--- src/rtl/micro_sequencer.sv ---
// micro_sequencer
//   Control-state sequencer for the multicycle CPU. Walks the microcode ROM
//   address (states 0-14) from opcode/funct decode and memory handshaking,
//   flags the final state of each instruction, counts retired instructions
//   and latches a sticky illegal-opcode flag.
//
//   Optional feature: define MICROSEQ_ILLEGAL_TRAP_EN to park the sequencer in
//   TRAP_STATE on an illegal opcode (held until reset). Without it, an illegal
//   opcode returns to fetch and execution carries on.
//
// Ports
//   clk        in   rising-edge clock
//   reset      in   asynchronous active-low reset
//   run        in   permit a new fetch to start from state 0
//   opcode     in   IR[31:26]
//   funct      in   IR[5:0]
//   mem_ready  in   memory access completes this cycle
//   state      out  microcode ROM address
//   instr_done out  high during the final cycle of an instruction
//   illegal    out  sticky illegal-opcode flag
//   retired    out  completed-instruction count (wraps)
module micro_sequencer #(
  parameter int          COUNT_W    = 16,
  parameter logic [4:0]  TRAP_STATE = 5'd15
) (
  input  logic               clk,
  input  logic               reset,
  input  logic               run,
  input  logic [5:0]         opcode,
  input  logic [5:0]         funct,
  input  logic               mem_ready,
  output logic [4:0]         state,
  output logic               instr_done,
  output logic               illegal,
  output logic [COUNT_W-1:0] retired
);

  localparam logic [5:0] OP_RTYPE = 6'h00;
  localparam logic [5:0] OP_J     = 6'h02;
  localparam logic [5:0] OP_BEQ   = 6'h04;
  localparam logic [5:0] OP_BNE   = 6'h05;
  localparam logic [5:0] OP_ADDI  = 6'h08;
  localparam logic [5:0] OP_SLTI  = 6'h0A;
  localparam logic [5:0] OP_ANDI  = 6'h0C;
  localparam logic [5:0] OP_ORI   = 6'h0D;
  localparam logic [5:0] OP_LW    = 6'h23;
  localparam logic [5:0] OP_SW    = 6'h2B;
  localparam logic [5:0] FN_MFLO  = 6'h12;
  localparam logic [5:0] FN_MULT  = 6'h18;

  logic [4:0] next;
  logic       bad_op;
  logic       term_q;   // sitting in a terminal state that needs no handshake

  always_comb begin
    next   = state;
    bad_op = 1'b0;
    case (state)
      5'd0:  if (run && mem_ready) next = 5'd1;
      5'd1: begin
        case (opcode)
          OP_LW, OP_SW, OP_ADDI:  next = 5'd2;
          OP_RTYPE:               next = (funct == FN_MFLO) ? 5'd14 : 5'd6;
          OP_BEQ:                 next = 5'd8;
          OP_BNE:                 next = 5'd11;
          OP_J:                   next = 5'd9;
          OP_ANDI, OP_ORI, OP_SLTI: next = 5'd12;
          default: begin
            bad_op = 1'b1;
`ifdef MICROSEQ_ILLEGAL_TRAP_EN
            next   = TRAP_STATE;
`else
            next   = 5'd0;
`endif
          end
        endcase
      end
      // opcode re-decoded here; anything unexpected takes the ALU-writeback path
      5'd2: begin
        case (opcode)
          OP_LW:   next = 5'd3;
          OP_SW:   next = 5'd5;
          default: next = 5'd10;
        endcase
      end
      5'd3:  if (mem_ready) next = 5'd4;
      5'd5:  if (mem_ready) next = 5'd0;
      5'd6:  next = (funct == FN_MULT) ? 5'd13 : 5'd7;
      5'd12: next = 5'd10;
      5'd4, 5'd7, 5'd8, 5'd9, 5'd10, 5'd11, 5'd13, 5'd14: next = 5'd0;
`ifdef MICROSEQ_ILLEGAL_TRAP_EN
      TRAP_STATE: next = TRAP_STATE;
`else
      TRAP_STATE: next = 5'd0;
`endif
      default: next = 5'd0;   // unused encodings recover to fetch
    endcase
  end

  // Non-memory terminals are known one edge ahead, so their done flag is a
  // register. State 5 finishes on the cycle mem_ready arrives, which cannot be
  // known in advance, so that handshake is folded in here.
  assign instr_done = term_q | ((state == 5'd5) & mem_ready);

  always_ff @(posedge clk or negedge reset) begin
    if (!reset) begin
      state   <= 5'd0;
      term_q  <= 1'b0;
      illegal <= 1'b0;
      retired <= '0;
    end else begin
      state <= next;
      case (next)
        5'd4, 5'd7, 5'd8, 5'd9, 5'd10, 5'd11, 5'd13, 5'd14: term_q <= 1'b1;
        default:                                              term_q <= 1'b0;
      endcase
      if (bad_op)     illegal <= 1'b1;
      if (instr_done) retired <= retired + COUNT_W'(1);
    end
  end

endmodule

--- config.mk ---
export PLATFORM = sky130hd
export DESIGN_NAME = micro_sequencer
export DESIGN_NICKNAME = d
export VERILOG_FILES = /design/src/rtl/micro_sequencer.sv
export SDC_FILE = /design/constraint.sdc
export NUM_CORES = 1
export LEC_CHECK = 0
export CORE_ASPECT_RATIO = 1.5
export CORE_MARGIN = 2
export CORE_UTILIZATION = 65
export CTS_CLUSTER_DIAMETER = 150
export DETAILED_ROUTE_END_ITERATION = 16
export DONT_BUFFER_PORTS = 1
export GPL_ROUTABILITY_DRIVEN = 0
export PLACE_DENSITY = 0.81
export SYNTH_ARGS = -nofsm -noshare
export SYNTH_HDL_FRONTEND = slang
export SYNTH_SLANG_ARGS = --single-unit
--- constraint.sdc ---
create_clock -name clk -period 3.5 [get_ports clk]
set_clock_uncertainty 0.2 [all_clocks]
set_input_delay 0.7 -clock clk [delete_from_list [all_inputs] [get_ports clk]]
set_output_delay 0.7 -clock clk [all_outputs]
set_load 0.01 [all_outputs]
==> results of run 1 <==
## kinds of logic after synthesis
family / share of synthesized area, %
other: 0.288
AO/OA/AOI/OAI: 13.3
AND/OR/NAND/NOR: 28.4
XOR/XNOR: 10.7
buffers and inverters: 4.03
flip-flops: 42.2
adder cells (fa/ha/maj): 0.960
## registers in the layout (all words and copies together) (netlist names)
signal	flops
term_q	1
illegal	1
retired	16
state	4
## layout by cell type, fill, tap and decap left out, types with 2 or more instances in the layout
master / instances
sky130_fd_sc_hd__dfrtp_1: 22
sky130_fd_sc_hd__xnor2_1: 13
sky130_fd_sc_hd__nand2_1: 12
sky130_fd_sc_hd__nor2_1: 9
sky130_fd_sc_hd__nand3_1: 7
sky130_fd_sc_hd__nand4_1: 5
sky130_fd_sc_hd__inv_1: 4
sky130_fd_sc_hd__o21ai_0: 4
sky130_fd_sc_hd__and3b_1: 3
sky130_fd_sc_hd__a311o_1: 3
sky130_fd_sc_hd__nor3_1: 3
sky130_fd_sc_hd__xor2_1: 3
sky130_fd_sc_hd__clkbuf_4: 3
sky130_fd_sc_hd__nand2b_1: 2
sky130_fd_sc_hd__or3b_1: 2
sky130_fd_sc_hd__nand3b_1: 2
sky130_fd_sc_hd__or4b_1: 2
sky130_fd_sc_hd__or3_1: 2
sky130_fd_sc_hd__nor3_2: 2
sky130_fd_sc_hd__a21oi_1: 2
sky130_fd_sc_hd__and4_1: 2
sky130_fd_sc_hd__and3_1: 2
## power breakdown
part	leakage [nW]	total (mW)	internal, mW	switching (mW)
registers	0.294	0.393	0.293	0.0997
clock network	0.0210	0.135	0.0634	0.0718
logic	0.238	0.199	0.0985	0.100
## stage by stage
stage / instances / setup slack (ps) / power (mW)
floorplan: 133 / 1180 / 0.556
global placement: 149 / 1120 / 0.583
detailed placement: 149 / 1090 / 0.592
CTS: 154 / 948 / 0.731
global route: 154 / 838 / 0.772
finish: 154 / 965 / 0.727
## routing by layer
metal / GRT usage, % / up-vias / share of wire (%)
met1: 25.2 / 491 / 36
met2: 44.2 / 37 / 57
met5: 0 / - / 0
met3: 3.02 / 6 / 4.8
li1: - / 481 / -
met4: 14.8 / 0 / 2.3
## critical path: stages, from the launching register on
cell and delay (ps):
sky130_fd_sc_hd__dfrtp_1 630, sky130_fd_sc_hd__and3b_1 260, sky130_fd_sc_hd__a31oi_2 330, sky130_fd_sc_hd__inv_2 120
## repair_timing
| item | CTS | global route |
|---|---|---|
| hold buffers | 1 | 0 |
| setup endpoints to repair | 0 | 0 |
| endpoints found under the hold margin | 22 | 0 |
## cell type report
type | count | area (µm²)
well taps | 21 | 26.3
repair buffers | 1 | 10.0
multi-input cells | 101 | 701
fillers | 145 | 512
clock buffers | 4 | 36.3
inverters | 5 | 18.8
flip-flops and latches | 22 | 551
## worst max-delay path by stage
stage | endpoint | slack (ps) | cells past startpoint
finish | instr_done | 970 | 3
global route | instr_done | 840 | 3
CTS | instr_done | 950 | 3
detailed placement | term_q$_DFF_PN0_ | 1090 | 6
global placement | term_q$_DFF_PN0_ | 1120 | 6
floorplan | term_q$_DFF_PN0_ | 1180 | 6
==> out/results.txt, run 1 <==
Wirelength per Cell = 16.8 µm
Die Footprint = 2390 µm²
Hold Fails Final Rpt = 0
Number of I/O port buffers = 0
Syn_area_per_cell = 9.80 µm²
Number of diodes = 0
Register bit total from synthesis = 22
Critical path arrival = 1630 ps
Crit. Startpoint = state[1]$_DFF_PN0_
Setup slack, reg-to-reg = 1100 ps
Leading area contributor after synthesis = sky130_fd_sc_hd__dfrtp_1
Finished Core Util = 72.4%
Maximum capacitance violations = 0
Total negative slack = 0 ps
Nets = 151
Gr ovfl total = 0
Worst hold path class = flop to flop
Total standard cell area after synthesis = 1300 µm²
IO Count = 39
Maximum number of pins on one net before global-route repair = 23
Headroom to the max-slew limit = 36.5%
Final worst-path cycle share = 72.4%
Reg2reg path depth = 6
RSZ-0062 raised after global routing = no
Worst-Skew Late Latency = 300 ps
Core outline area = 1850 µm²
H-tree levels = 1
Final setup violation count = 0
Yosys Warn Count = 0
Placement row count = 19
Mean number of vias per cell = 6.59
Number of instances resized during post-cts repair = 0
Synth top area cells = sky130_fd_sc_hd__dfrtp_1 42%, sky130_fd_sc_hd__xnor2_1 8.7%, sky130_fd_sc_hd__nand2_1 3.5%
Count of TritonRoute iterations in the first routing pass = 4
Die Wd = 40.6 µm
Number of instances in the synthesized netlist = 133
IR Drop Worst-Case VDD = 390 µV
Fmax = 395 MHz
DRT antenna net count = 0
Number of buffers created by CTS = 3
Global-route wire length before repair = 4100 µm
Via count of the first global-routing pass = 1006
Hold worst-path end = retired[15]$_DFFE_PN0P_
Highest net fanout along the worst path = 12
Layout area overhead = 2.98%
Type of element launching the critical path = flop
Outcome = finished clean
Clock transition time at the flip-flop clock pins of the worst setup and hold paths = 120 ps
Proportion of synthesized chip area in sequential cells = 42.2%
Starting Density = 70.3%
Estimated wirelength of the detail-placed design = 2050 µm
Startpoint of the most critical register-to-register path = state[2]$_DFF_PN0_
Setup repair bufs after CTS = 0
Vertical extent of the die = 58.9 µm
Area fraction of the dominant cell type after synthesis = 42.2%
Minimum hold slack = 344 ps
Slew at the pin closest to its max-slew limit = 949 ps
Terminus of the critical flop-to-flop path = term_q$_DFF_PN0_
WP data required = 2600 ps
Top flip-flop cell by instance count after synthesis = sky130_fd_sc_hd__dfrtp_1
Number of distinct library cell variants in the gate-level netlist after synthesis = 46
Via count of the routed design = 1015
Critical setup path kind = flop to output pin
DRC viols = 0
Post-route minimum period = 2530 ps
Worst Setup End Kind = output pin
GRT Total Usage = 24.8%
Number of flops mapped to enable cells by yosys = 0
Worst hold start = retired[15]$_DFFE_PN0P_
Power Dens Cells = 542 nW/µm²
Cell with the most instances after synthesis = sky130_fd_sc_hd__dfrtp_1
Sink count of the clock tree = 22
Total cell area at the placement stage = 1300 µm²
Antenna violations before repair = 0
Most frequent cells after synthesis = 22 x sky130_fd_sc_hd__dfrtp_1, 13 x sky130_fd_sc_hd__xnor2_1, 12 x sky130_fd_sc_hd__nand2_1, 9 x sky130_fd_sc_hd__nor2_1, 7 x sky130_fd_sc_hd__nand3_1
Final Max Tran Viols = 0
Fraction of layout cells with a size suffix above 1 = 9.77%
Iteration-0 DRC count of the detailed router = 12
Post-layout instance area = 1340 µm²
Clock tree from TritonCTS = yes
Post-synthesis net count = 150
Number of cells on the worst hold path = 1
Share of synthesized flip-flops with an asynchronous set or reset = 100%
CTS Buffer Depth = 2
Leakage power = 0.553 nW
Clock root buffer = sky130_fd_sc_hd__clkbuf_4
Final Routed Wirelength = 2580 µm
Power figures use the tool's default switching activity.
==> run 2: changes to the inputs <==
--- a/config.mk
+++ b/config.mk
@@ -7,12 +7,12 @@
 export LEC_CHECK = 0
 export CORE_ASPECT_RATIO = 1.5
 export CORE_MARGIN = 2
-export CORE_UTILIZATION = 65
+export CORE_UTILIZATION = 61
 export CTS_CLUSTER_DIAMETER = 150
 export DETAILED_ROUTE_END_ITERATION = 16
 export DONT_BUFFER_PORTS = 1
 export GPL_ROUTABILITY_DRIVEN = 0
-export PLACE_DENSITY = 0.81
+export PLACE_DENSITY = 0.77
 export SYNTH_ARGS = -nofsm -noshare
 export SYNTH_HDL_FRONTEND = slang
 export SYNTH_SLANG_ARGS = --single-unit
==> constraint.sdc (replaced) <==
create_clock -name clk -period 2.54 [get_ports clk]
set_clock_uncertainty 0.2 [all_clocks]
set_input_delay 0.508 -clock clk [delete_from_list [all_inputs] [get_ports clk]]
set_output_delay 0.508 -clock clk [all_outputs]
set_load 0.01 [all_outputs]
==> out/results.txt, run 2 (synthesis gave the netlist of run 1 again) <==
Slew at the pin closest to its max-slew limit = 965 ps (+15.5 ps)
Headroom to the max-slew limit = 35.5% (-1.0 points)
Clock group share of total power = 23.8% (+5.2 points)
Number of flip-flops under the largest register name = 16 (unchanged)
Largest registers ranked by flip-flop count = retired (16), state (4)
Total negative slack = 0 ps (unchanged)
Wirelength per Cell = 16.4 µm (-2.0%)
Power share of the combinational group = 28.4% (+1.0 points)
Mean number of vias per cell = 6.33 (-3.9%)
Clock root buffer = sky130_fd_sc_hd__clkbuf_4
Final setup violation count = 0 (unchanged)
Core outline area = 2030 µm² (+9.3%)
Clock tree from TritonCTS = yes
Number of buffers created by CTS = 3 (unchanged)
Antenna violations before repair = 0 (unchanged)
Placement row count = 20 (+1)
Number of diodes = 0 (unchanged)
Count of TritonRoute iterations in the first routing pass = 4 (unchanged)
Global-route wire length before repair = 4290 µm (+4.7%)
Clock transition time at the flip-flop clock pins of the worst setup and hold paths = 120 ps (about the same)
Number of filler instances in the final layout = 171 (+18%)
Final Routed Wirelength = 2570 µm (-0.70%)
IO Count = 39 (unchanged)
Post-route minimum period = 2340 ps
Hold worst-path end = illegal$_DFFE_PN0P_
Met1 track demand over resource in global routing = 23.6% (-1.6 points)
H-tree levels = 1 (unchanged)
Leakage power = 0.565 nW (+2.2%)
Via count of the first global-routing pass = 996 (-0.99%)
Number of cells on the worst hold path = 2 (+1)
Power Dens Cells = 796 nW/µm² (+47%)
Worst-Skew Late Latency = 300 ps (about the same)
Startpoint of the most critical register-to-register path = state[2]$_DFF_PN0_
Worst hold start = opcode[4]
GRT Total Usage = 21.9% (-2.8 points)
DRT antenna net count = 0 (unchanged)
Worst Setup End Kind = output pin
Overall power after layout = 1.09 mW (+50%)
Global routing usage on met3 = 2.98% (-0.043 points)
Estimated wirelength of the detail-placed design = 1980 µm (-3.5%)
Fraction of layout cells with a size suffix above 1 = 10.4% (+0.67 points)
Die Footprint = 2530 µm² (+6.0%)
Starting Density = 64.3% (-6.0 points)
Cell-internal power = 0.711 mW (+56%)
Final worst-path cycle share = 92.2%
Outcome = finished clean
Number of I/O port buffers = 0 (unchanged)
DRC viols = 0 (unchanged)
Die Wd = 41.7 µm (+2.9%)
Maximum number of pins on one net before global-route repair = 23 (unchanged)
Fmax = 427 MHz
Net switching share of the total power = 34.7% (-2.7 points)
Final Max Tran Viols = 0 (unchanged)
Setup repair bufs after CTS = 0 (unchanged)
Via count of the routed design = 988 (-2.7%)
Terminus of the critical flop-to-flop path = term_q$_DFF_PN0_
Sequential fraction of design power = 47.8% (-6.3 points)
Setup slack, reg-to-reg = 240 ps (-860 ps)
Leading cell type in the layout, fill and taps excluded = sky130_fd_sc_hd__dfrtp_1
Commonest non-fill, non-tap cells in the layout = 22 x sky130_fd_sc_hd__dfrtp_1, 13 x sky130_fd_sc_hd__xnor2_1, 12 x sky130_fd_sc_hd__nand2_1
Nets = 152 (+0.66%)
Critical path arrival = 1630 ps (about the same)
Type of element launching the critical path = flop
WP data required = 1830 ps (-770 ps)
Largest register by flop count = retired
Layout area overhead = 4.89%
Hold Fails Final Rpt = 0 (unchanged)
Maximum capacitance violations = 0 (unchanged)
IR Drop Worst-Case VDD = 443 µV (+13%)
Iteration-0 DRC count of the detailed router = 13 (+1)
Gr ovfl total = 0 (unchanged)
Critical setup path kind = flop to output pin
Sink count of the clock tree = 22 (unchanged)
Vertical extent of the die = 60.6 µm (+3.0%)
CTS Buffer Depth = 2 (unchanged)
Global routing met2 resource utilization = 44.0% (-0.24 points)
Highest net fanout along the worst path = 14 (+2)
Number of instances resized during post-cts repair = 0 (unchanged)
Switching pwr = 0.378 mW (+39%)
Busiest metal layer after global routing = met2
Worst hold path class = primary input to flop
Reg2reg path depth = 6 (unchanged)
RSZ-0062 raised after global routing = no
-- run 2: cell count changes in the layout (fill, tap and decap cells not counted), sizes merged --
cell	previous run	this run
buf	0	1
bufinv	0	1
clkbuf	4	3
-- run 2: worst max path at each step --
stage                               to                from  slack (ps)  cells past startpoint
6_report                    instr_done  state[2]$_DFF_PN0_         200                      3
5_1_grt                     instr_done  state[2]$_DFF_PN0_          80                      3
2_1_floorplan         term_q$_DFF_PN0_            funct[0]         410                      6
4_1_cts                     instr_done  state[2]$_DFF_PN0_         210                      3
3_5_place_dp          term_q$_DFF_PN0_  state[2]$_DFF_PN0_         280                      6
3_3_place_gp   retired[15]$_DFFE_PN0P_  state[2]$_DFF_PN0_         340                      6
-- run 2: worst max-delay path, cell delays in order, from the launching register on --
cell and delay (ps):
sky130_fd_sc_hd__dfrtp_1 570, sky130_fd_sc_hd__and3b_1 300, sky130_fd_sc_hd__a31oi_2 340, sky130_fd_sc_hd__inv_2 120
-- run 2: area by class of cell --
cell class	instances	area, µm²	area share (%)
flip-flops and latches	22	551	40.3
well taps	22	27.5	2.01
clock buffers	3	22.5	1.65
repair buffers	2	17.5	1.28
inverters	5	18.8	1.37
clock inverters	1	30.0	2.20
multi-input cells	101	701	51.2
-- run 2: per-stage QoR --
step	hold WS [ps]	util, %	cell area, µm²	cells	setup WS [ps]
2_1_floorplan	12.4	-	1300	133	414
3_3_place_gp	12.8	64.4	1310	151	336
3_5_place_dp	12.8	64.4	1310	151	278
4_1_cts	166	67.5	1370	156	206
5_1_grt	206	67.5	1370	156	85.0
6_report	165	67.5	1370	156	199
-- run 2: power by group through the flow --
stage	Combinational, mW	Sequential, mW	Clock [mW]
floorplan	0.274	0.491	0
global placement	0.298	0.526	0
detailed placement	0.302	0.526	0
CTS	0.310	0.519	0.265
global route	0.344	0.535	0.286
finish	0.309	0.520	0.260
-- run 2: timing repair --
action | 4_1_cts | 5_1_grt
setup endpoints to repair | 0 | 0
hold endpoints to repair | 22 | 0
hold buffers | 1 | 0
-- run 2: routing by layer --
layer	vias up	part of all wire (%)	wire (µm)
met5	-	0	0
met2	25	56	1420
met1	474	40	1020
met4	0	0.86	22
met3	4	4.0	103
li1	485	-	-
